$ cat src/rtl/shift_acc_pkg.sv
// Shared types for the shift/accumulator register: op codes, FSM states and
// the shift/rotate predicate used by both the datapath and the control FSM.
package shift_acc_pkg;

  typedef enum logic [2:0] {
    OP_HOLD = 3'b000,
    OP_ASR  = 3'b001,
    OP_SHL  = 3'b010,
    OP_LOAD = 3'b011,
    OP_CLR  = 3'b100,
    OP_ROR  = 3'b101,
    OP_ROL  = 3'b110,
    OP_LSR  = 3'b111
  } op_e;

  typedef enum logic {
    ST_IDLE = 1'b0,
    ST_RUN  = 1'b1
  } state_e;

  function automatic logic is_shift(input op_e op);
    return (op == OP_ASR) || (op == OP_SHL) || (op == OP_ROR) ||
           (op == OP_ROL) || (op == OP_LSR);
  endfunction

endpackage

$ cat src/rtl/shift_acc_reg_if.sv
// Control/data bundle between a datapath control unit (master) and the
// shift/accumulator register (slave).
interface shift_acc_reg_if #(
  parameter int W     = 9,
  parameter int CNT_W = $clog2(W + 1)
);
  logic [2:0]       op;
  logic             start;
  logic [CNT_W-1:0] amt;
  logic             abort;
  logic             sin;
  logic [W-1:0]     in;
  logic [W-1:0]     out;
  logic             sout;
  logic             busy;
  logic             done;

  modport master (
    output op, start, amt, abort, sin, in,
    input  out, sout, busy, done
  );

  modport slave (
    input  op, start, amt, abort, sin, in,
    output out, sout, busy, done
  );
endinterface

$ cat src/rtl/shift_acc_next.sv
// Combinational next-value function of the register for one op step.
// o_sout_nxt is only meaningful for shift/rotate ops.
module shift_acc_next
  import shift_acc_pkg::*;
#(
  parameter int W = 9
) (
  input  op_e          i_op,
  input  logic [W-1:0] i_cur,
  input  logic         i_sin,
  input  logic [W-1:0] i_in,
  output logic [W-1:0] o_nxt,
  output logic         o_sout_nxt
);

  always_comb begin
    o_nxt      = i_cur;
    o_sout_nxt = 1'b0;
    case (i_op)
      OP_HOLD: o_nxt = i_cur;
      OP_ASR: begin
        o_nxt      = {i_cur[W-1], i_cur[W-1:1]};
        o_sout_nxt = i_cur[0];
      end
      OP_SHL: begin
        o_nxt      = {i_cur[W-2:0], i_sin};
        o_sout_nxt = i_cur[W-1];
      end
      OP_LOAD: o_nxt = i_in;
      OP_CLR:  o_nxt = '0;
      OP_ROR: begin
        o_nxt      = {i_cur[0], i_cur[W-1:1]};
        o_sout_nxt = i_cur[0];
      end
      OP_ROL: begin
        o_nxt      = {i_cur[W-2:0], i_cur[W-1]};
        o_sout_nxt = i_cur[W-1];
      end
      OP_LSR: begin
        o_nxt      = {i_sin, i_cur[W-1:1]};
        o_sout_nxt = i_cur[0];
      end
      default: o_nxt = i_cur;
    endcase
  end

endmodule

$ cat src/rtl/shift_acc_reg.sv
// W-bit shift/accumulator register with single-step ops and a multi-step
// shift engine (start/amt, busy/done, abort).
module shift_acc_reg
  import shift_acc_pkg::*;
#(
  parameter int W     = 9,
  parameter int CNT_W = $clog2(W + 1)
) (
  input  logic           clk,
  input  logic           rst_b,
  shift_acc_reg_if.slave bus
);

  state_e           r_state;
  op_e              r_op;
  logic [CNT_W-1:0] r_cnt;
  logic [W-1:0]     r_out;
  logic             r_sout;
  logic             r_busy;
  logic             r_done;

  op_e              w_op;
  logic             w_shift;
  logic [W-1:0]     w_nxt;
  logic             w_sout_nxt;

  // During a run the latched op drives the datapath; bus.op is ignored.
  assign w_op    = (r_state == ST_RUN) ? r_op : op_e'(bus.op);
  assign w_shift = is_shift(w_op);

  shift_acc_next #(.W(W)) u_next (
    .i_op       (w_op),
    .i_cur      (r_out),
    .i_sin      (bus.sin),
    .i_in       (bus.in),
    .o_nxt      (w_nxt),
    .o_sout_nxt (w_sout_nxt)
  );

  always_ff @(posedge clk or negedge rst_b) begin
    if (!rst_b) begin
      r_state <= ST_IDLE;
      r_op    <= OP_HOLD;
      r_cnt   <= '0;
      r_out   <= '0;
      r_sout  <= 1'b0;
      r_busy  <= 1'b0;
      r_done  <= 1'b0;
    end else begin
      r_done <= 1'b0;
      case (r_state)
        ST_IDLE: begin
          if (bus.start && w_shift && (bus.amt == '0)) begin
            r_done <= 1'b1;
          end else begin
            r_out <= w_nxt;
            if (w_shift) r_sout <= w_sout_nxt;
            if (bus.start) begin
              if (w_shift) begin
                r_cnt <= bus.amt - CNT_W'(1);
                r_op  <= w_op;
              end
              if (w_shift && (bus.amt > CNT_W'(1))) begin
                r_state <= ST_RUN;
                r_busy  <= 1'b1;
              end else begin
                r_done <= 1'b1;
              end
            end
          end
        end
        ST_RUN: begin
          if (bus.abort) begin
            r_state <= ST_IDLE;
            r_busy  <= 1'b0;
            r_cnt   <= '0;
          end else begin
            r_out  <= w_nxt;
            r_sout <= w_sout_nxt;
            r_cnt  <= r_cnt - CNT_W'(1);
            if (r_cnt == CNT_W'(1)) begin
              r_state <= ST_IDLE;
              r_busy  <= 1'b0;
              r_done  <= 1'b1;
            end
          end
        end
        default: begin
          r_state <= ST_IDLE;
          r_busy  <= 1'b0;
        end
      endcase
    end
  end

  assign bus.out  = r_out;
  assign bus.sout = r_sout;
  assign bus.busy = r_busy;
  assign bus.done = r_done;

endmodule

$ cat src/flat_wrapper.sv
// flat-port wrapper written by rule: the top's interface ports become plain ports
module shift_acc_reg_flat import shift_acc_pkg::*;
#(
  parameter int W     = 9,
  parameter int CNT_W = $clog2(W + 1)
)
  (clk, rst_b, bus_op, bus_start, bus_amt, bus_abort, bus_sin, bus_in, bus_out, bus_sout, bus_busy, bus_done);
  shift_acc_reg_if #(.W(W), .CNT_W(CNT_W)) bus_i ();
  input  logic clk;
  input  logic rst_b;
  input wire logic [$bits(bus_i.op)-1:0] bus_op;
  input wire logic [$bits(bus_i.start)-1:0] bus_start;
  input wire logic [$bits(bus_i.amt)-1:0] bus_amt;
  input wire logic [$bits(bus_i.abort)-1:0] bus_abort;
  input wire logic [$bits(bus_i.sin)-1:0] bus_sin;
  input wire logic [$bits(bus_i.in)-1:0] bus_in;
  output wire logic [$bits(bus_i.out)-1:0] bus_out;
  output wire logic [$bits(bus_i.sout)-1:0] bus_sout;
  output wire logic [$bits(bus_i.busy)-1:0] bus_busy;
  output wire logic [$bits(bus_i.done)-1:0] bus_done;
  assign bus_i.op = bus_op;
  assign bus_i.start = bus_start;
  assign bus_i.amt = bus_amt;
  assign bus_i.abort = bus_abort;
  assign bus_i.sin = bus_sin;
  assign bus_i.in = bus_in;
  assign bus_out = bus_i.out;
  assign bus_sout = bus_i.sout;
  assign bus_busy = bus_i.busy;
  assign bus_done = bus_i.done;
  shift_acc_reg #(.W(W), .CNT_W(CNT_W)) u_core (.clk(clk), .rst_b(rst_b), .bus(bus_i));
endmodule
$ cat config.mk
export PLATFORM = sky130hd
export DESIGN_NAME = shift_acc_reg_flat
export DESIGN_NICKNAME = d
export VERILOG_FILES = /design/src/rtl/shift_acc_pkg.sv /design/src/rtl/shift_acc_reg_if.sv /design/src/rtl/shift_acc_next.sv /design/src/rtl/shift_acc_reg.sv /design/src/flat_wrapper.sv
export SDC_FILE = /design/constraint.sdc
export NUM_CORES = 1
export LEC_CHECK = 0
export CAP_MARGIN = 20
export CELL_PAD_IN_SITES_DETAIL_PLACEMENT = 1
export CELL_PAD_IN_SITES_GLOBAL_PLACEMENT = 1
export CORE_UTILIZATION = 37
export DETAILED_ROUTE_END_ITERATION = 7
export MAX_ROUTING_LAYER = met4
export PLACE_DENSITY = 0.85
export SLEW_MARGIN = 0
export SYNTH_ARGS = -nofsm -noshare
export SYNTH_HDL_FRONTEND = slang
export SYNTH_SLANG_ARGS = --single-unit
$ cat constraint.sdc
create_clock -name clk -period 3.2 [get_ports clk]
set_input_delay 0.48 -clock clk [delete_from_list [all_inputs] [get_ports clk]]
set_output_delay 0.48 -clock clk [all_outputs]
set_load 0.02 [all_outputs]
==> impl_summary.txt <==
----------------------------------------------------
[Worst hold path]
  Type of the most critical hold path ... register to register

[Synthesis]
  Number of register bits inferred by synthesis ... 20
  Synthesized instance count ... 136
  Average cell area after synthesis ... 9.94 µm²
  Proportion of synthesized chip area in sequential cells ... around 37%
  Post-synth net total ... 164
  Yosys cell types ... 37
  Cell area after technology mapping ... 1350 µm²
  Total of warnings raised by yosys ... 0

[Cells and area]
  Count of fill cells added during filler insertion ... 394
  Count of inserted antenna diode cells ... 0
  Net count reported at finish ... roughly 200
  Growth of design area from synthesis to finish ... 29.3%
  Multi-input gate area in the final layout ... 768 µm²
  Fraction of final layout cells with drive strength greater than 1 ... 12.4%
  Number of standard cells in the final layout excluding fillers ... approximately 220
  Area used by sequential logic in the layout ... 500 µm²

[Run]
  Max_cap viols ... 0

[Floorplanning]
  Chip Height ... 62.4 µm
  Floorplan core area ... 3420 µm²
  Horizontal die dimension ... 62.4 µm
  Top Ports ... 33
  Starting density of the core ... between 30% and 40%
  Number of rows created at floorplan ... 21
  Die Footprint ... 3900 µm²

[Worst setup path]
  Critical path's largest stage delay ... 0.53 ns
  Delay-heaviest family, CP ... buffers and inverters
  Setup CP Type ... primary input to register
  Kind of end point of the critical path ... register
  Worst Path Arrival ... around 2.7 ns
  Bufs and invs on worst path ... 2
  Kind of launch point of the worst setup path ... primary input
  Required time of the worst setup path ... 3.42 ns
  Worst-path fanout max ... 9
  Slack of the worst reg-to-reg path ... roughly 0.79 ns
  Worst path cell trace ... clkdlybuf4s50_1 -> mux2i_1 -> inv_1 -> ha_1 -> nand2b_1 -> o2111ai_2 -> nor2_2 -> mux2_2
  Cell with the largest stage delay on the worst path ... sky130_fd_sc_hd__clkdlybuf4s50_1

[Routing]
  Vias per inst ... 5.86
  Iteration-0 DRC count of the detailed router ... 63
  Detail-routed net length per standard cell ... 17.3 µm
  DR DRC count ... 0
  Post-Route WL ... 3.72 mm
  Number of optimization iterations in the first detailed-route pass ... 4
  Number of nets still failing antenna checks after routing ... 0
  DR vias ... 1260

[Place]
  Input/output buffers ... 32
  Placed wire-length estimate ... 2.83 mm
  Weighted congestion reported at the end of routability-driven placement ... 0.847
  DP Cell Count ... 210

[STA]
  Final period util ... 77.7%
  Worst slew margin relative to its limit ... 35.4%
  Clock skew ... 0.0251 ns
  Number of failing hold endpoints at the final stage ... 0
  Final setup violating endpoints ... 0
  Transition time at the pin with the least slew margin ... 0.967 ns
  Final count of pins violating max slew ... 0
  Time the worst path needs with I/O delays and setup ... 2.49 ns
  Achievable clock frequency ... 0.402 GHz
  Unrepaired setup endpoints after global routing ... no
  Final total negative setup slack ... 0 ns

[Status]
  Outcome ... completed

[Clocking]
  CTS max path bufs ... 2
  Number of CTS-inserted buffers ... 3
  Worst-Skew Late Latency ... 0.32 ns
  Root buffer selected by CTS ... sky130_fd_sc_hd__clkbuf_4
  Cts hold-fix bufs ... 0
  Buffers inserted during post-CTS setup optimization ... 0
  Resized Gates After CTS ... 0
  Number of H-tree branching levels ... 1
  Clock edge transition at the registers on the reported setup and hold paths ... 0.14 ns
  TritonCTS Sinks ... 20
  Clock tree from TritonCTS ... yes

[Global route]
  Initial antenna violation count ... 0
  Vias in the first global route ... around 1300
  Maximum number of pins on one net before global-route repair ... 21
  Global-route total usage across every layer ... a little over a fifth
  Total grt overflow ... 0
  Wire length of the first global-routing pass ... 6.42 mm

[Pwr]
  Leakage power ... between 0.6 and 0.7 nW
  Ratio of total power to cell area ... 995 nW/µm²
  Power Total ... 0.00174 W
  VDD IR-drop max ... 0.336 mV

----------------------------------------------------
[metrics by stage]
stage               instance area [µm²]  hold slack [ns]  utilization [%]  setup WS (ns)
finish                             1750            0.529             51.1          0.713
global route                       1750            0.571             51.1          0.530
CTS                                1740            0.529             50.9          0.673
detailed placement                 1700            0.493             49.9          0.363
global placement                   1700            0.498             49.9          0.483
floorplan                          1350            0.184                -          0.970
[synth_stat cells]
master                      count  area, µm²
sky130_fd_sc_hd__a221oi_1       1       8.76
sky130_fd_sc_hd__mux2i_1        3       30.0
sky130_fd_sc_hd__a32oi_4        1       27.5
sky130_fd_sc_hd__o211ai_1       1       7.51
sky130_fd_sc_hd__mux2_4         2       30.0
sky130_fd_sc_hd__a22oi_1        1       7.51
sky130_fd_sc_hd__nor3_1         3       15.0
sky130_fd_sc_hd__clkbuf_1       3       11.3
sky130_fd_sc_hd__a31oi_1        8       50.1
sky130_fd_sc_hd__mux2i_4        1       22.5
sky130_fd_sc_hd__a222oi_1       7       70.1
sky130_fd_sc_hd__a32oi_1        1       8.76
sky130_fd_sc_hd__buf_4          1       7.51
sky130_fd_sc_hd__ha_1           7       87.6
sky130_fd_sc_hd__nand2b_1       3       18.8
sky130_fd_sc_hd__nand2_1        4       15.0
sky130_fd_sc_hd__o22ai_1        5       31.3
sky130_fd_sc_hd__mux2_2         4       45.0
sky130_fd_sc_hd__a41oi_1        1       8.76
sky130_fd_sc_hd__and3_1         1       6.26
sky130_fd_sc_hd__inv_1         11       41.3
sky130_fd_sc_hd__or3b_2         1       8.76
sky130_fd_sc_hd__o21ai_4        1       16.3
sky130_fd_sc_hd__o31ai_1        1       7.51
sky130_fd_sc_hd__nor2_2         1       6.26
sky130_fd_sc_hd__nor2_1         9       33.8
sky130_fd_sc_hd__o21ai_2        1       8.76
sky130_fd_sc_hd__xnor2_1        4       35.0
sky130_fd_sc_hd__dfrtp_1       20        500
sky130_fd_sc_hd__a32o_1         1       10.0
sky130_fd_sc_hd__a21oi_1       16       80.1
sky130_fd_sc_hd__o2111ai_2      1       15.0
sky130_fd_sc_hd__buf_6          2       22.5
sky130_fd_sc_hd__a22o_1         1       8.76
sky130_fd_sc_hd__nand3_1        2       10.0
sky130_fd_sc_hd__o21ai_0        5       25.0
sky130_fd_sc_hd__o31ai_2        1       12.5
[flip-flops by register name, summed over array words and instances (netlist names)]
register / cells
u_core.r_op: 3
u_core.bus.sout: 1
u_core.r_cnt: 4
u_core.bus.busy: 1
u_core.bus.out: 9
u_core.bus.done: 1
u_core.r_state: 1
[power by group]
| group | internal (W) | total [W] | switching, W |
|---|---|---|---|
| combinational | 0.000499 | 0.00106 | 0.000565 |
| sequential | 0.000380 | 0.000519 | 0.000138 |
| clock | 0.0000696 | 0.000154 | 0.0000849 |
| total | 0.000949 | 0.00174 | 0.000789 |
[layer usage]
layer	GRT usage (%)	share of wire, %	vias to the layer above
li1	-	-	586
met1	25.7	43	642
met2	36.0	52	22
met3	4.01	2.7	10
met4	7.56	2.2	0
met5	-	0	-
[final cells by class]
cell class	count	area share, %
clock buffer	4	2.08
inverter	11	2.36
multi-input combinational	99	44.0
sequential	20	28.7
tap	46	3.30
timing repair buffer	35	19.6
[kinds of logic after synthesis]
family / Yosys count / synth area share (%)
compound gates: 54 / 29.9
xor+xnor: 4 / 2.59
fa+ha+maj: 7 / 6.48
buf+inv: 17 / 6.11
flops: 20 / 37.0
mux: 10 / 9.44
simple gates: 24 / 8.43
[final timing paths]
check,cells after the start,to,startpoint
max in group asynchronous,1,u_core.bus.out[5]$_DFFE_PN0P_,rst_b
min in group asynchronous,1,u_core.r_op[2]$_DFFE_PN0P_,rst_b
hold / removal,1,u_core.bus.sout$_DFFE_PN0P_,u_core.bus.sout$_DFFE_PN0P_
setup / recovery,8,u_core.r_op[1]$_DFFE_PN0P_,bus_op[0]
hold reg to reg,1,u_core.bus.sout$_DFFE_PN0P_,u_core.bus.sout$_DFFE_PN0P_
setup reg to reg,9,u_core.bus.out[5]$_DFFE_PN0P_,u_core.r_state$_DFF_PN0_
[cell usage in the layout, fill, tap and decap left out, types with 5 or more instances in the layout]
master	synthesis	final
sky130_fd_sc_hd__o22ai_1	5	5
sky130_fd_sc_hd__inv_1	11	11
sky130_fd_sc_hd__o21ai_0	5	5
sky130_fd_sc_hd__a31oi_1	8	8
sky130_fd_sc_hd__nor2_1	9	9
sky130_fd_sc_hd__dfrtp_1	20	20
sky130_fd_sc_hd__a21oi_1	16	16
sky130_fd_sc_hd__ha_1	7	7
sky130_fd_sc_hd__a222oi_1	7	7
sky130_fd_sc_hd__clkdlybuf4s50_1	0	32
Note: power is estimated with default switching activity, not from simulation.
